--- src/rtl/mem_lsu.sv ---
// Memory-access stage: runs loads/stores over a req/gnt/rvalid bus, extends load data,
// and forwards writeback/CSR fields to mem_wb, stalling upstream while an access is open.
module mem_lsu #(
    parameter int DATA_WIDTH = 32,
    parameter int ADDR_WIDTH = 32
) (
    input  logic                  clk_i,
    input  logic                  rst_i,
    input  logic                  mem_re_i,
    input  logic                  mem_we_i,
    input  logic [2:0]            mem_op_i,
    input  logic [ADDR_WIDTH-1:0] mem_addr_i,
    input  logic [DATA_WIDTH-1:0] mem_wdata_i,
    input  logic [4:0]            reg_waddr_i,
    input  logic                  reg_we_i,
    input  logic [DATA_WIDTH-1:0] reg_wdata_i,
    input  logic                  csr_we_i,
    input  logic [11:0]           csr_waddr_i,
    input  logic [DATA_WIDTH-1:0] csr_wdata_i,
    output logic [4:0]            reg_waddr_o,
    output logic                  reg_we_o,
    output logic [DATA_WIDTH-1:0] reg_wdata_o,
    output logic                  csr_we_o,
    output logic [11:0]           csr_waddr_o,
    output logic [DATA_WIDTH-1:0] csr_wdata_o,
    output logic                  bus_req_o,
    output logic                  bus_we_o,
    output logic [ADDR_WIDTH-1:0] bus_addr_o,
    output logic [3:0]            bus_be_o,
    output logic [DATA_WIDTH-1:0] bus_wdata_o,
    input  logic                  bus_gnt_i,
    input  logic                  bus_rvalid_i,
    input  logic [DATA_WIDTH-1:0] bus_rdata_i,
    output logic                  stall_o,
    output logic                  misalign_o,
    input  logic                  flush_int_i
);

    typedef enum logic [2:0] {
        IDLE,
        REQ,
        WAIT,
        DONE,
        DRAIN
    } state_t;

    state_t                state_q, state_d;
    logic [DATA_WIDTH-1:0] rdata_q;
    logic                  rdata_en;
    logic                  is_mem;
    logic                  misaligned;
    logic                  bubble;
    logic [DATA_WIDTH-1:0] shifted;
    logic [DATA_WIDTH-1:0] load_data;

    assign is_mem     = mem_re_i | mem_we_i;
    assign bus_we_o   = mem_we_i;
    assign bus_addr_o = {mem_addr_i[ADDR_WIDTH-1:2], 2'b00};

    // Size decode from funct3[1:0]; the sign bit funct3[2] only matters for loads.
    always_comb begin
        misaligned  = 1'b0;
        bus_be_o    = 4'b1111;
        bus_wdata_o = mem_wdata_i;
        case (mem_op_i[1:0])
            2'b00: begin
                bus_be_o    = 4'b0001 << mem_addr_i[1:0];
                bus_wdata_o = {4{mem_wdata_i[7:0]}};
            end
            2'b01: begin
                misaligned  = mem_addr_i[0];
                bus_be_o    = 4'b0011 << mem_addr_i[1:0];
                bus_wdata_o = {2{mem_wdata_i[15:0]}};
            end
            default: begin
                misaligned  = |mem_addr_i[1:0];
            end
        endcase
    end

    // Upstream holds the instruction while stalled, so the live address selects the lane.
    assign shifted = rdata_q >> {mem_addr_i[1:0], 3'b000};

    always_comb begin
        case (mem_op_i)
            3'b000:  load_data = {{(DATA_WIDTH-8){shifted[7]}}, shifted[7:0]};
            3'b001:  load_data = {{(DATA_WIDTH-16){shifted[15]}}, shifted[15:0]};
            3'b100:  load_data = {{(DATA_WIDTH-8){1'b0}}, shifted[7:0]};
            3'b101:  load_data = {{(DATA_WIDTH-16){1'b0}}, shifted[15:0]};
            default: load_data = rdata_q;
        endcase
    end

    always_ff @(posedge clk_i or negedge rst_i) begin
        if (!rst_i) begin
            state_q <= IDLE;
            rdata_q <= '0;
        end else begin
            state_q <= state_d;
            if (rdata_en) begin
                rdata_q <= bus_rdata_i;
            end
        end
    end

    always_comb begin
        state_d     = state_q;
        rdata_en    = 1'b0;
        bubble      = 1'b0;
        stall_o     = 1'b0;
        bus_req_o   = 1'b0;
        misalign_o  = 1'b0;
        reg_waddr_o = reg_waddr_i;
        reg_we_o    = reg_we_i;
        reg_wdata_o = reg_wdata_i;
        csr_we_o    = csr_we_i;
        csr_waddr_o = csr_waddr_i;
        csr_wdata_o = csr_wdata_i;

        case (state_q)
            IDLE: begin
                if (flush_int_i) begin
                    bubble = 1'b1;
                end else if (is_mem) begin
                    bubble = 1'b1;
                    if (misaligned) begin
                        misalign_o = 1'b1;
                    end else begin
                        stall_o = 1'b1;
                        state_d = REQ;
                    end
                end
            end
            REQ: begin
                bus_req_o = 1'b1;
                stall_o   = 1'b1;
                bubble    = 1'b1;
                if (flush_int_i) begin
                    state_d = (bus_gnt_i && !bus_rvalid_i) ? DRAIN : IDLE;
                end else if (bus_gnt_i) begin
                    if (bus_rvalid_i) begin
                        rdata_en = 1'b1;
                        state_d  = DONE;
                    end else begin
                        state_d  = WAIT;
                    end
                end
            end
            WAIT: begin
                stall_o = 1'b1;
                bubble  = 1'b1;
                if (flush_int_i) begin
                    state_d = bus_rvalid_i ? IDLE : DRAIN;
                end else if (bus_rvalid_i) begin
                    rdata_en = 1'b1;
                    state_d  = DONE;
                end
            end
            DONE: begin
                state_d = IDLE;
                if (flush_int_i) begin
                    bubble = 1'b1;
                end else if (mem_re_i) begin
                    reg_wdata_o = load_data;
                end
            end
            DRAIN: begin
                stall_o = 1'b1;
                bubble  = 1'b1;
                if (bus_rvalid_i) begin
                    state_d = IDLE;
                end
            end
            default: begin
                state_d = IDLE;
                bubble  = 1'b1;
            end
        endcase

        // Reset abandons any access at once, without waiting for the state register.
        if (!rst_i) begin
            stall_o    = 1'b0;
            bus_req_o  = 1'b0;
            misalign_o = 1'b0;
            bubble     = 1'b1;
        end

        if (bubble) begin
            reg_we_o = 1'b0;
            csr_we_o = 1'b0;
        end
    end

endmodule

--- config.mk ---
export PLATFORM = sky130hd
export DESIGN_NAME = mem_lsu
export DESIGN_NICKNAME = d
export VERILOG_FILES = /design/src/rtl/mem_lsu.sv
export SDC_FILE = /design/constraint.sdc
export NUM_CORES = 1
export LEC_CHECK = 0
export ABC_AREA = 0
export CAP_MARGIN = 20
export CORE_AREA = 10 10 126 128
export CTS_CLUSTER_DIAMETER = 30
export DETAILED_ROUTE_END_ITERATION = 7
export DIE_AREA = 0 0 136 138
export DONT_BUFFER_PORTS = 1
export HOLD_SLACK_MARGIN = 0.08
export SLEW_MARGIN = 20
export SYNTH_ARGS = -nofsm -noshare
export SYNTH_HDL_FRONTEND = slang
export SYNTH_SLANG_ARGS = --single-unit
--- constraint.sdc ---
create_clock -name clk_i -period 4.95 [get_ports clk_i]
set_clock_uncertainty 0.1 [all_clocks]
set_input_delay 0.2475 -clock clk_i [delete_from_list [all_inputs] [get_ports clk_i]]
set_output_delay 0.2475 -clock clk_i [all_outputs]
set_load 0.1 [all_outputs]
After elaboration in Yosys (flattened, before gate mapping)
Index checks and enable logic that the tools add are counted. Widths: inputs -> output; s select.

Flip-flop bits (word level): 35. Logic and storage cells: 71.

Eq/ne operators: 14. Shifts and indexed selects: 3. Muxes and demuxes: 43. Bitwise logic cells: 1. Reduce and logical (&&, ||, !) cells: 8.

Operator list (number): $pmux 32 s4 (1); $mux 32 (3); $pmux 32 s2 (1); $shr 32x5->16 (1); $mux 3 (10); $mux 1 (22); $pmux 3 s4 (1); $eq 3x3->1 const B (3); $ne 2x2->1 const B (4); $pmux 1 s2 (4); $pmux 4 s2 (1); $eq 3x1->1 const B (2); $eq 3x2->1 const B (2); $logic_not 3->1 (2); $ne 3x3->1 const B (2); $reduce_and 6->1 (1); $shl 1x2->4 const A (1); $shl 2x2->4 const A (1); $reduce_or 3->1 (1); $eq 2x1->1 const B (1); $logic_not 2->1 (1); $reduce_or 2->1 (1); $logic_and 1x1->1 (1); $logic_not 1->1 (1); $or 1x1->1 (1).

Longest topological paths before layout
Gate-level depths: netlist of run 1.

Word-level depth: 7. Gate-level depth with buffers: 6. Gate-level depth less buffers: 4.

Least setup slack after synthesis of run 1
OpenSTA, ideal clock, no wires.

Kind: reg2out. Start point: register state_q[2]. End point: output port reg_wdata_o[20]. Data arrival time: 3.322 ns. Required time: 4.603 ns. Slack: 1.281 ns. Cell stages (with the launch flop): 7. Buffers on the path: 2. Path through: dfrtp_1 -> nor2_2 -> and4_1 -> buf_4 -> buf_2 -> nor2_1 -> o21ai_0.

Cells in the longest elaborated chain, start to end: 2.

RTL lines: start, declared (line 47) `state_t state_q, state_d;`; start signal, assigned (line 99) `state_q <= state_d;`; $eq 3x2->1 (line 120) `case (state_q)`; $mux 32 (line 120); end, declared (line 22) `output logic [DATA_WIDTH-1:0] reg_wdata_o,`.

No other way between the ends.

Final worst setup path of run 1
Start point: register state_q[2]. End point: output port reg_wdata_o[31].

Same word-level chain as after synthesis.

==> impl_summary.md, run 1 <==
Outcome
The flow ran to the end, and the final reports show no timing, DRC or antenna violations.

Worst hold path
The number of stages on the worst hold path is 2. The classification of the worst-slack hold path is in -> reg.

CTS
The post-cts gate resize count is 0. The TritonCTS clock tree is built. The clock net sink count is 35. For the worst-skew pair, the clock arrives at the later sink with an insertion delay of around 280 ps. The total setup buffers inserted after CTS is 0. The H-tree depth is 2. The number of hold buffers added after CTS is 37.

The number of CTS-inserted buffers is 5. The cell sitting at the root of the clock tree is a sky130_fd_sc_hd__clkbuf_16. After clock tree synthesis, the clock-pin slew on the worst setup and hold paths is around 50 ps. The clock passes through at most 2 buffers.

Worst setup path
The number of buffers and inverters on the critical path is 1. The required time of the critical path is between 4000 and 5000 ps. Counting cells, the worst reg-to-reg path comes to 4. The largest stage delay on the critical path is approximately 600 ps. The startpoint kind of the worst setup timing path is a flip-flop. By startpoint and endpoint, the worst setup path is classified as reg -> out. Walking the worst path, the cells encountered are nor2_2 -> and4_1 -> buf_4 -> o2111ai_4 -> o21ai_2. The endpoint kind of the worst setup timing path is an output pin. The largest driver fanout on the critical path is 20. The standard cell with the maximum stage delay on the critical path is sky130_fd_sc_hd__o21ai_2. The kind of cell with the highest combined delay on the critical path is compound AO/OA/AOI/OAI gates. The path length in cells of the critical path is 5. The data arrival at the endpoint of the critical path is between 2000 and 3000 ps.

Synthesis
Counting distinct cell types in the post-synthesis netlist gives 42. The synthesized netlist cell count is between 400 and 500. In this run the cell area of the synthesized design comes to 3550 µm². The Yosys step of the flow raised 0 warnings. The flip-flop and latch count after synthesis is 35.

Of all flip-flops after synthesis, the portion carrying an async set or reset was 1.00. Yosys mapped a number of flops with a built-in enable equal to 0. For this run, the register share of the synthesized area comes to 0.247. The mean instance size in the synthesized netlist is between 8 and 9 µm². Among all flip-flop cells after synthesis, the most frequent one is sky130_fd_sc_hd__dfrtp_1.

Floorplan
The number of standard-cell rows in the floorplan is between 40 and 50. around 340 I/O pins were placed. In this run the horizontal extent of the chip is around 140 µm. The effective utilization at floorplan is 0.263. The core region is between 10000 and 15000 µm².

The die covers 18800 µm². The overall die height is 138 µm.

Layout
For this run, the number of standard cells in the final layout without fillers is 524. In the layout the commonest cells are sky130_fd_sc_hd__mux2_2 (48), sky130_fd_sc_hd__o21ai_2 (41), sky130_fd_sc_hd__dlygate4sd3_1 (36). The growth of design area from synthesis to finish is 5.32%.

The final cell utilization of the core is 0.277. Leaving out fill and tap cells, the most frequent cell in the layout is sky130_fd_sc_hd__mux2_2. After routing the design area is between 3000 and 4000 µm².

In the final layout, the share of cells above drive strength 1 is 0.332. The net count reported at finish is 531.

Timing
For the pin with the worst max-slew slack, the measured transition is around 1200 ps. The post-route fraction of the period consumed by the critical path is 0.648. Summed over all failing endpoints, the final setup total negative slack is 0 ps.

Setup violations remaining at the end of the flow were counted as 0. The total count of max-transition violations in the final report is 0. The relative slew slack is 0.230.

The worst hold-check slack is 98.7 ps. The upper clock frequency limit is between 300 and 400 MHz. The final count of hold timing violations is 0.

The time the worst path needs with I/O delays and setup is approximately 3200 ps. Setup repair after global routing left no endpoint under its margin.

Place
In this run the tool buffered the top-level ports with 0 buffer cells. Once detailed placement completed, the half-perimeter wirelength came to ~13 mm. Summing all placed instances gives a cell area of between 3000 and 4000 µm². The congestion estimate from routability-driven global placement came to a little over 0.8.

The placed cell count is 478.

Power
The fraction of power spent switching nets is 0.459. The fraction of power consumed by the clock network is 0.205. The power share of the combinational group is 0.456.

IR analysis of the VDD net gives a maximum drop of ~0.26 mV. Internal power comes to 0.000899 W. Of the total power, registers draw 0.339.

For this design the static power due to leakage is around 1.5 nW. The net load switching power is around 0.00076 W. The power per unit of standard cell area is 445 nW/µm².

Route
The via count is between 2000 and 3000. Summed over all layers, the routed wires come to 16.3 mm. Before antenna repair, the detailed router went through 4 iterations.

The antenna violation net count after detailed routing is 0. The post-detailed-route via-to-cell ratio is about 5.3. The iteration-0 DRC count of the detailed router is between 150 and 200. The wire length per cell is ~31 µm.

The final routed DRC violation total is 0.

GRT
The initial antenna violation count is 1. The first-pass GRT wire length is about 23 mm. Entering global routing, the biggest net connects 66 pins. The overall global routing resource usage is 0.162. The via count of the first global-routing pass is 3087. The total overflow left after global routing is 0.

Run
The max-cap violation count is 0.
power groups by stage:
stage | Combinational [W] | Clock (W) | Sequential, W
floorplan | 0.000979 | 0 | 0.000509
global placement | 0.000716 | 0 | 0.000555
detailed placement | 0.000731 | 0 | 0.000564
CTS | 0.000766 | 0.000347 | 0.000559
global route | 0.000803 | 0.000362 | 0.000586
finish | 0.000759 | 0.000341 | 0.000563
Yosys cell counts, drive strengths merged (3+ instances only):
master	count	area, µm²
a21oi	18	90.1
o21ai	44	258
o2bb2ai	9	78.8
a2bb2oi	7	61.3
nand2	18	67.6
mux2	48	541
and2	4	25.0
inv	3	11.3
nand3	5	25.0
a221oi	7	61.3
nor2	34	130
nor3	3	15.0
mux2i	25	250
dfrtp	35	876
o22ai	7	43.8
clkbuf	12	45.0
buf	106	778
layer usage:
| metal | GRT usage | up-vias | part of all wire |
|---|---|---|---|
| met5 | 0 | - | 0 |
| met4 | 0.0320 | 0 | 0.013 |
| met3 | 0.0804 | 24 | 0.13 |
| met2 | 0.303 | 198 | 0.54 |
| met1 | 0.153 | 1354 | 0.32 |
| li1 | - | 1226 | - |
sequential cells by signal (all words and copies together) (netlist names):
name	count
rdata_q	32
state_q	3
per-stage QoR:
step / power, W / setup slack [ps]
after global placement: 0.00127 / 2100
after CTS: 0.00167 / 1740
after floorplan: 0.00149 / 1280
final: 0.00166 / 1740
after global routing: 0.00175 / 1610
after detailed placement: 0.00129 / 2050
cells by family (layout without fill, tap and decap cells):
logic type | Yosys count | in the layout | synth area share
buf+inv | 121 | 56 | 0.235
compound gates | 99 | 99 | 0.188
simple gates | 76 | 76 | 0.0980
mux | 74 | 74 | 0.229
flops | 35 | 35 | 0.247
other cells | 1 | 3 | 0.00106
xor+xnor | 1 | 1 | 0.00247
path summary, 6_finish.rpt:
kind	from	endpoint	slack (ps)
setup / recovery	state_q[2]	reg_wdata_o[31]	1740
hold / removal	flush_int_i	state_q[0]	100
setup reg to reg	state_q[1]	rdata_q[31]	2450
hold reg to reg	rdata_q[5]	rdata_q[5]	410
max in group asynchronous	rst_i	state_q[2]	4240
min in group asynchronous	rst_i	rdata_q[8]	330
area by class of cell:
| cell class | instances | area [µm²] |
|---|---|---|
| Tap cell | 180 | 225 |
| Timing Repair Buffer | 45 | 478 |
| Sequential cell | 35 | 876 |
| Inverter | 3 | 11.3 |
| Clock inverter | 1 | 7.51 |
| Fill cell | 1427 | 9770 |
| Multi-Input combinational cell | 252 | 1990 |
| Antenna cell | 1 | 2.50 |
| Clock buffer | 7 | 153 |
No activity file was read; power rests on OpenSTA's default activity.
==> inputs of run 2 (changes only) <==
Clock period 4.95 ns to 2.9 ns, I/O delays scaled along.
==> impl_summary.md, run 2 (synthesis gave the netlist of run 1 again) <==
Floorplan
The effective utilization at floorplan came to 0.263 (unchanged). The floorplan core area was 13500 µm² (unchanged). The area of the die is 18800 µm² (unchanged). The number of standard-cell rows in the floorplan is 43 (unchanged). The I/O pin count is 344 (unchanged).

The die span in x was 136 µm (unchanged). The overall die height is 138 µm (unchanged).

Worst setup path
Cell breakdown of the critical path: nor2_2 -> and4_1 -> buf_4 -> mux2i_1 -> nand3_1 -> buf_12 (was nor2_2 -> and4_1 -> buf_4 -> o2111ai_4 -> o21ai_2). The largest driver fanout on the critical path was 19 (was 20). The type of the setup path with the least slack was reg -> out (unchanged). The startpoint kind of the worst setup timing path is a flip-flop (unchanged). The endpoint kind of the worst setup timing path was an output pin (unchanged). The largest stage delay on the critical path is 450 ps (was 610 ps). The standard cell with the maximum stage delay on the critical path was sky130_fd_sc_hd__dfrtp_1 (was sky130_fd_sc_hd__o21ai_2).

The required time of the critical path is 2650 ps (was 4600 ps). The data arrival at the endpoint of the critical path is 2270 ps (was 2860 ps).

Layout
The largest register by flop count is rdata_q (unchanged). Leading cell types in the layout, fill and taps excluded: sky130_fd_sc_hd__mux2_2 (48), sky130_fd_sc_hd__o21ai_2 (41), sky130_fd_sc_hd__dlygate4sd3_1 (38) (was sky130_fd_sc_hd__mux2_2 (48), sky130_fd_sc_hd__o21ai_2 (41), sky130_fd_sc_hd__dlygate4sd3_1 (36)). The most frequent standard cell in the layout excluding fill and tap cells is sky130_fd_sc_hd__mux2_2 (unchanged). The final cell utilization of the core is 0.322 (was 0.277). Top Registers: rdata_q (32), state_q (3) (unchanged). The growth of design area from synthesis to finish came to 22.5% (was 5.32%).

The storage element area was 876 µm² (unchanged). The flip-flop count of the largest register, all copies and words added is 32 (unchanged). The number of diodes was 0 (was 1). The net count reported at finish is 576 (was 531).

The final standard cell area without fillers is 4350 µm² (was 3740 µm²). The fill cell total of the finished layout was 1396 (was 1427). The fraction of layout cells with a size suffix above 1 is 0.405 (was 0.332). The area occupied by multi-input gates came to 1980 µm² (was 1990 µm²).

CTS
The number of buffers on the longest clock path is 2 (unchanged). The number of CTS-inserted buffers is 5 (unchanged). The clock latency at the later pin of the worst-skew pair is 280 ps (about the same). The clock slew seen by the registers of the worst setup and hold paths is 60 ps (was 50 ps). The cell at the root of the clock tree was sky130_fd_sc_hd__clkbuf_16 (unchanged).

The H-tree depth is 2 (unchanged). The total setup buffers inserted after CTS is 0 (unchanged). The TritonCTS clock tree is built (unchanged). The clock net sink count came to 35 (unchanged). The post-cts gate resize count is 0 (unchanged).

Route
The post-detailed-route via-to-cell ratio came to 5.26 (was 5.35). The wire length per cell is 29.0 µm (was 31.1 µm). The total detailed-routing wirelength is 16.5 mm (was 16.3 mm). The final routed DRC violation total came to 0 (unchanged). The length of the first detailed-routing pass in iterations was 4 (unchanged). The via count is 2987 (was 2802). The antenna violation net count after detailed routing is 0 (unchanged). The iteration-0 DRC count of the detailed router is 149 (was 173).

GRT
The sum of overflow across all layers after global routing was 0 (unchanged). The pin count of the biggest net entering global routing is 66 (unchanged). The first-pass GRT wire length was 23.4 mm (was 22.8 mm). The via count of the first global-routing pass is 3218 (was 3087). The overall global routing resource usage is 0.165 (was 0.162). The initial antenna violation count is 0 (was 1).

Timing
The upper clock frequency limit is 398 MHz. The post-route fraction of the period consumed by the critical path is 0.866. The worst hold-check slack is 171 ps (was 98.7 ps). The final count of hold timing violations is 0 (unchanged). The relative slew slack is 0.249 (was 0.230). The total count of max-transition violations in the final report is 0 (unchanged).

The time the worst path needs with I/O delays and setup is 2510 ps. The final number of setup-violating endpoints is 0 (unchanged). The transition time at the pin with the least slew margin is 1130 ps (was 1160 ps). Setup repair after global routing missed its margin: false (unchanged).

Run
The max-cap violation count is 0 (unchanged).

Worst hold path
The classification of the worst-slack hold path is in -> reg (unchanged).

Outcome
Run status: finished clean (unchanged).

Place
The count of buffers from port buffering is 0 (unchanged). The weighted congestion at the end of routability-driven global placement came to 0.774 (was 0.807). The cell area after placement is 3800 µm² (was 3190 µm²).

The estimated wirelength of the detail-placed design is 13.4 mm (about the same).

Power
The power per unit of standard cell area is 671 nW/µm² (was 445 nW/µm²). The standby leakage power was 1.82 nW (was 1.51 nW). The maximum vdd drop is 0.311 mV (was 0.256 mV).
run 2: worst max-delay path, delay by kind of cell (launching register included):
family                 cells  cell delay, ps
and+or+nand+nor            3             830
buffers and inverters      2             500
DFF                        1             450
muxes                      1             210
run 2: area by class of cell:
cell class              instances  area share
multi-input cells             252       0.456
repair buffers                 90       0.254
flip-flops and latches         35       0.201
well taps                     180      0.0518
clock buffers                   5      0.0288
clock inverters                 3     0.00547
inverters                       3     0.00259
run 2: final timing paths:
path	cells past startpoint	start	slack (ps)	to
worst max-delay path	6	state_q[2]	390	reg_wdata_o[14]
worst min-delay path	3	bus_gnt_i	170	state_q[1]
worst max register to register	5	state_q[1]	820	state_q[0]
worst min register to register	1	rdata_q[2]	410	rdata_q[2]
max in group asynchronous	2	rst_i	2290	rdata_q[1]
min in group asynchronous	2	rst_i	230	rdata_q[11]
run 2: report_power, final:
group | internal, W | total [W] | switching [W] | leakage, nW
clock network | 0.000321 | 0.000541 | 0.000220 | 0.0664
registers | 0.000718 | 0.000967 | 0.000249 | 0.429
logic | 0.000551 | 0.00141 | 0.000858 | 1.33
run 2: per-stage QoR:
step	setup TNS [ps]	setup WS, ps	total power, W	instances
floorplan	-1220	-609	0.00255	408
global placement	0	791	0.00228	521
detailed placement	0	729	0.00231	521
CTS	0	415	0.00293	568
global route	0	267	0.00305	568
finish	0	389	0.00292	568
run 2: what timing repair did:
action,4_1_cts,5_1_grt
hold buffers,39,0
setup endpoints to repair,0,0
hold endpoints to repair,70,0
run 2: per-layer routing:
layer / share of wire / track usage / wire (µm) / up-vias
met5: 0 / 0 / 0 / -
met4: 0.019 / 0.0471 / 318 / 0
met3: 0.13 / 0.0830 / 2110 / 26
met2: 0.54 / 0.305 / 8890 / 192
met1: 0.31 / 0.154 / 5180 / 1459
li1: - / - / - / 1310
==> inputs of run 3 (changes only) <==
Settings changed: BUFFER_PORTS_ARGS set to -buffer_cell sky130_fd_sc_hd__buf_4, CORE_AREA 10 10 126 128 to 10 10 127 129, DIE_AREA 0 0 136 138 to 0 0 137 139, DONT_BUFFER_PORTS 1 to unset.
==> impl_summary.md, run 3 (synthesis gave the netlist of run 1 again) <==
Layout
The most frequent standard cell in the layout excluding fill and tap cells is sky130_fd_sc_hd__buf_4 (was sky130_fd_sc_hd__mux2_2). The final cell utilization of the core is 0.359 (was 0.322). The flip-flop count of the largest register, all copies and words added was 32 (unchanged). The growth of design area from synthesis to finish was 38.1% (was 22.5%). The largest register by flop count was rdata_q (unchanged). The final standard cell area without fillers is 4900 µm² (was 4350 µm²).

The number of diodes is 0 (unchanged). Leading cell types in the layout, fill and taps excluded: sky130_fd_sc_hd__buf_4 (189), sky130_fd_sc_hd__mux2_2 (48), sky130_fd_sc_hd__dlygate4sd3_1 (36) (was sky130_fd_sc_hd__mux2_2 (48), sky130_fd_sc_hd__o21ai_2 (41), sky130_fd_sc_hd__dlygate4sd3_1 (38)). Top Registers: rdata_q (32), state_q (3) (unchanged). The storage element area is 876 µm² (unchanged). The fraction of layout cells with a size suffix above 1 is 0.496 (was 0.405).

The net count reported at finish is 711 (was 576). The fill cell total of the finished layout is 1447 (was 1396). The area occupied by multi-input gates is 1850 µm² (was 1980 µm²).

CTS
The number of buffers on the longest clock path is 2 (unchanged). The number of CTS-inserted buffers is 5 (unchanged). The clock net sink count is 35 (unchanged). The TritonCTS clock tree was built (unchanged). The cell at the root of the clock tree is sky130_fd_sc_hd__clkbuf_16 (unchanged). The clock slew seen by the registers of the worst setup and hold paths is 60 ps (about the same). The clock latency at the later pin of the worst-skew pair is 270 ps (was 280 ps).

The H-tree depth is 2 (unchanged).

Power
The maximum vdd drop is 0.407 mV (was 0.311 mV). The standby leakage power is 2.32 nW (was 1.82 nW). The power per unit of standard cell area is 627 nW/µm² (was 671 nW/µm²).

Floorplan
The die span in x came to 137 µm (was 136 µm). The number of standard-cell rows in the floorplan is 43 (unchanged). The effective utilization at floorplan is 0.260 (was 0.263). The overall die height is 139 µm (was 138 µm). The area of the die came to 19000 µm² (was 18800 µm²). The I/O pin count is 344 (unchanged). The floorplan core area was 13700 µm² (was 13500 µm²).

Place
The weighted congestion at the end of routability-driven global placement came to 0.794 (was 0.774). The worst setup timing slack at the placement stage is 469 ps (was 729 ps). The cell area after placement is 4380 µm² (was 3800 µm²).

The count of buffers from port buffering is 183 (was 0). The estimated wirelength of the detail-placed design is 12.8 mm (was 13.4 mm).

Timing
The post-route worst setup slack is 207 ps (was 389 ps). The final number of setup-violating endpoints is 0 (unchanged). Setup repair after global routing missed its margin: false (unchanged). The worst hold-check slack was 93.2 ps (was 171 ps). The final count of hold timing violations came to 0 (unchanged). The relative slew slack is 0.411 (was 0.249). The post-route fraction of the period consumed by the critical path is 0.928 (was 0.866).

The total count of max-transition violations in the final report is 0 (unchanged). The time the worst path needs with I/O delays and setup is 2690 ps (was 2510 ps). The transition time at the pin with the least slew margin is 883 ps (was 1130 ps).

The setup TNS was 0 ps (unchanged). The upper clock frequency limit is 371 MHz (was 398 MHz).

GRT
The initial antenna violation count came to 0 (unchanged). The overall global routing resource usage is 0.152 (was 0.165). The pin count of the biggest net entering global routing is 66 (unchanged). The first-pass GRT wire length is 22.4 mm (was 23.4 mm).

The via count of the first global-routing pass is 3529 (was 3218). The sum of overflow across all layers after global routing is 0 (unchanged).

Route
The via count is 3349 (was 2987). The length of the first detailed-routing pass in iterations is 4 (unchanged). The total detailed-routing wirelength is 15.6 mm (was 16.5 mm).

The wire length per cell is 22.3 µm (was 29.0 µm). The antenna violation net count after detailed routing is 0 (unchanged). The iteration-0 DRC count of the detailed router is 121 (was 149). The final routed DRC violation total is 0 (unchanged). The post-detailed-route via-to-cell ratio came to 4.77 (was 5.26).

Outcome
Run status: finished clean (unchanged).

Worst setup path
The type of the setup path with the least slack is reg -> out (unchanged). The worst reg-to-reg setup slack is 500 ps (was 820 ps). The standard cell with the maximum stage delay on the critical path is sky130_fd_sc_hd__and4_1 (was sky130_fd_sc_hd__dfrtp_1). The data arrival at the endpoint of the critical path was 2450 ps (was 2270 ps). The endpoint kind of the worst setup timing path was an output pin (unchanged). The startpoint kind of the worst setup timing path is a flip-flop (unchanged). The largest driver fanout on the critical path was 16 (was 19). The number of cells traversed by the worst register-to-register path is 4 (was 5). The required time of the critical path came to 2650 ps (about the same).

Cell breakdown of the critical path: nor2_2 -> and4_1 -> o2111ai_4 -> o21ai_1 -> buf_4 (was nor2_2 -> and4_1 -> buf_4 -> mux2i_1 -> nand3_1 -> buf_12). The capture point of the worst reg-to-reg path is rdata_q[31] (was state_q[0]). The worst reg2reg path startpoint was state_q[1] (unchanged). The kind of cell with the highest combined delay on the critical path was simple AND/OR/NAND/NOR gates (unchanged).

The number of buffers and inverters on the critical path is 1 (was 2). The largest stage delay on the critical path is 490 ps (was 450 ps).

Worst hold path
The classification of the worst-slack hold path is in -> reg (unchanged). The number of stages on the worst hold path is 3 (unchanged). The worst min-delay path endpoint was state_q[0] (was state_q[1]).

The startpoint of the lowest-slack hold path is flush_int_i (was bus_gnt_i).

Run
The max-cap violation count was 0 (unchanged).
==> run 3: cell count changes in the layout (fill, tap and decap cells not counted), moves of 2 or more <==
cell / change
sky130_fd_sc_hd__buf_12: -25
sky130_fd_sc_hd__dlygate4sd3_1: -2
sky130_fd_sc_hd__o21ai_0: +2
sky130_fd_sc_hd__clkinvlp_4: -2
sky130_fd_sc_hd__o21ai_1: +29
sky130_fd_sc_hd__buf_4: +163
sky130_fd_sc_hd__o21ai_2: -31
==> run 3: cell type report <==
| type | count | share of cell area |
|---|---|---|
| inverters | 3 | 0.00230 |
| flip-flops and latches | 35 | 0.179 |
| clock buffers | 6 | 0.0263 |
| multi-input cells | 252 | 0.378 |
| repair buffers | 225 | 0.363 |
| well taps | 180 | 0.0459 |
| clock inverters | 1 | 0.00612 |
==> run 3: stage by stage <==
step           power [W]  std cells
2_1_floorplan    0.00255        408
3_3_place_gp     0.00242        658
3_5_place_dp     0.00245        658
4_1_cts          0.00310        701
5_1_grt          0.00324        702
6_report         0.00307        702
==> run 3: report_power, final <==
group | leakage [nW] | total (W) | internal [W] | switching [W]
Clock | 0.0769 | 0.000591 | 0.000401 | 0.000190
Combinational | 1.81 | 0.00152 | 0.000598 | 0.000924
Sequential | 0.429 | 0.000960 | 0.000718 | 0.000241
Total | 2.32 | 0.00307 | 0.00172 | 0.00136
==> run 3: worst min-delay path: stages <==
cell and delay, ps:
sky130_fd_sc_hd__buf_4 90, sky130_fd_sc_hd__nor2_2 70, sky130_fd_sc_hd__o2bb2ai_1 130
==> run 3: worst max-delay path by stage <==
stage	from	to	slack, ps	cells after the start
after detailed placement	state_q[2]	reg_wdata_o[13]	470	5
after floorplan	state_q[2]	reg_wdata_o[6]	-610	5
after global routing	state_q[2]	reg_wdata_o[20]	20	5
final	state_q[2]	reg_wdata_o[16]	210	5
after global placement	state_q[2]	reg_wdata_o[13]	550	5
after CTS	state_q[2]	reg_wdata_o[13]	150	5
==> run 3: timing repair <==
| action | CTS | global route |
|---|---|---|
| buffers inserted | 0 | 1 |
| setup endpoints to repair | 0 | 1 |
| hold endpoints to repair | 69 | 0 |
| hold buffers | 36 | 0 |
| gates resized for setup | 0 | 0 |
==> run 3: routing by layer <==
layer	routed length, µm	track usage	share of wire
met1	5360	0.155	0.34
met2	8530	0.287	0.55
met3	1520	0.0518	0.097
met4	226	0.0339	0.014
met5	0	0	0
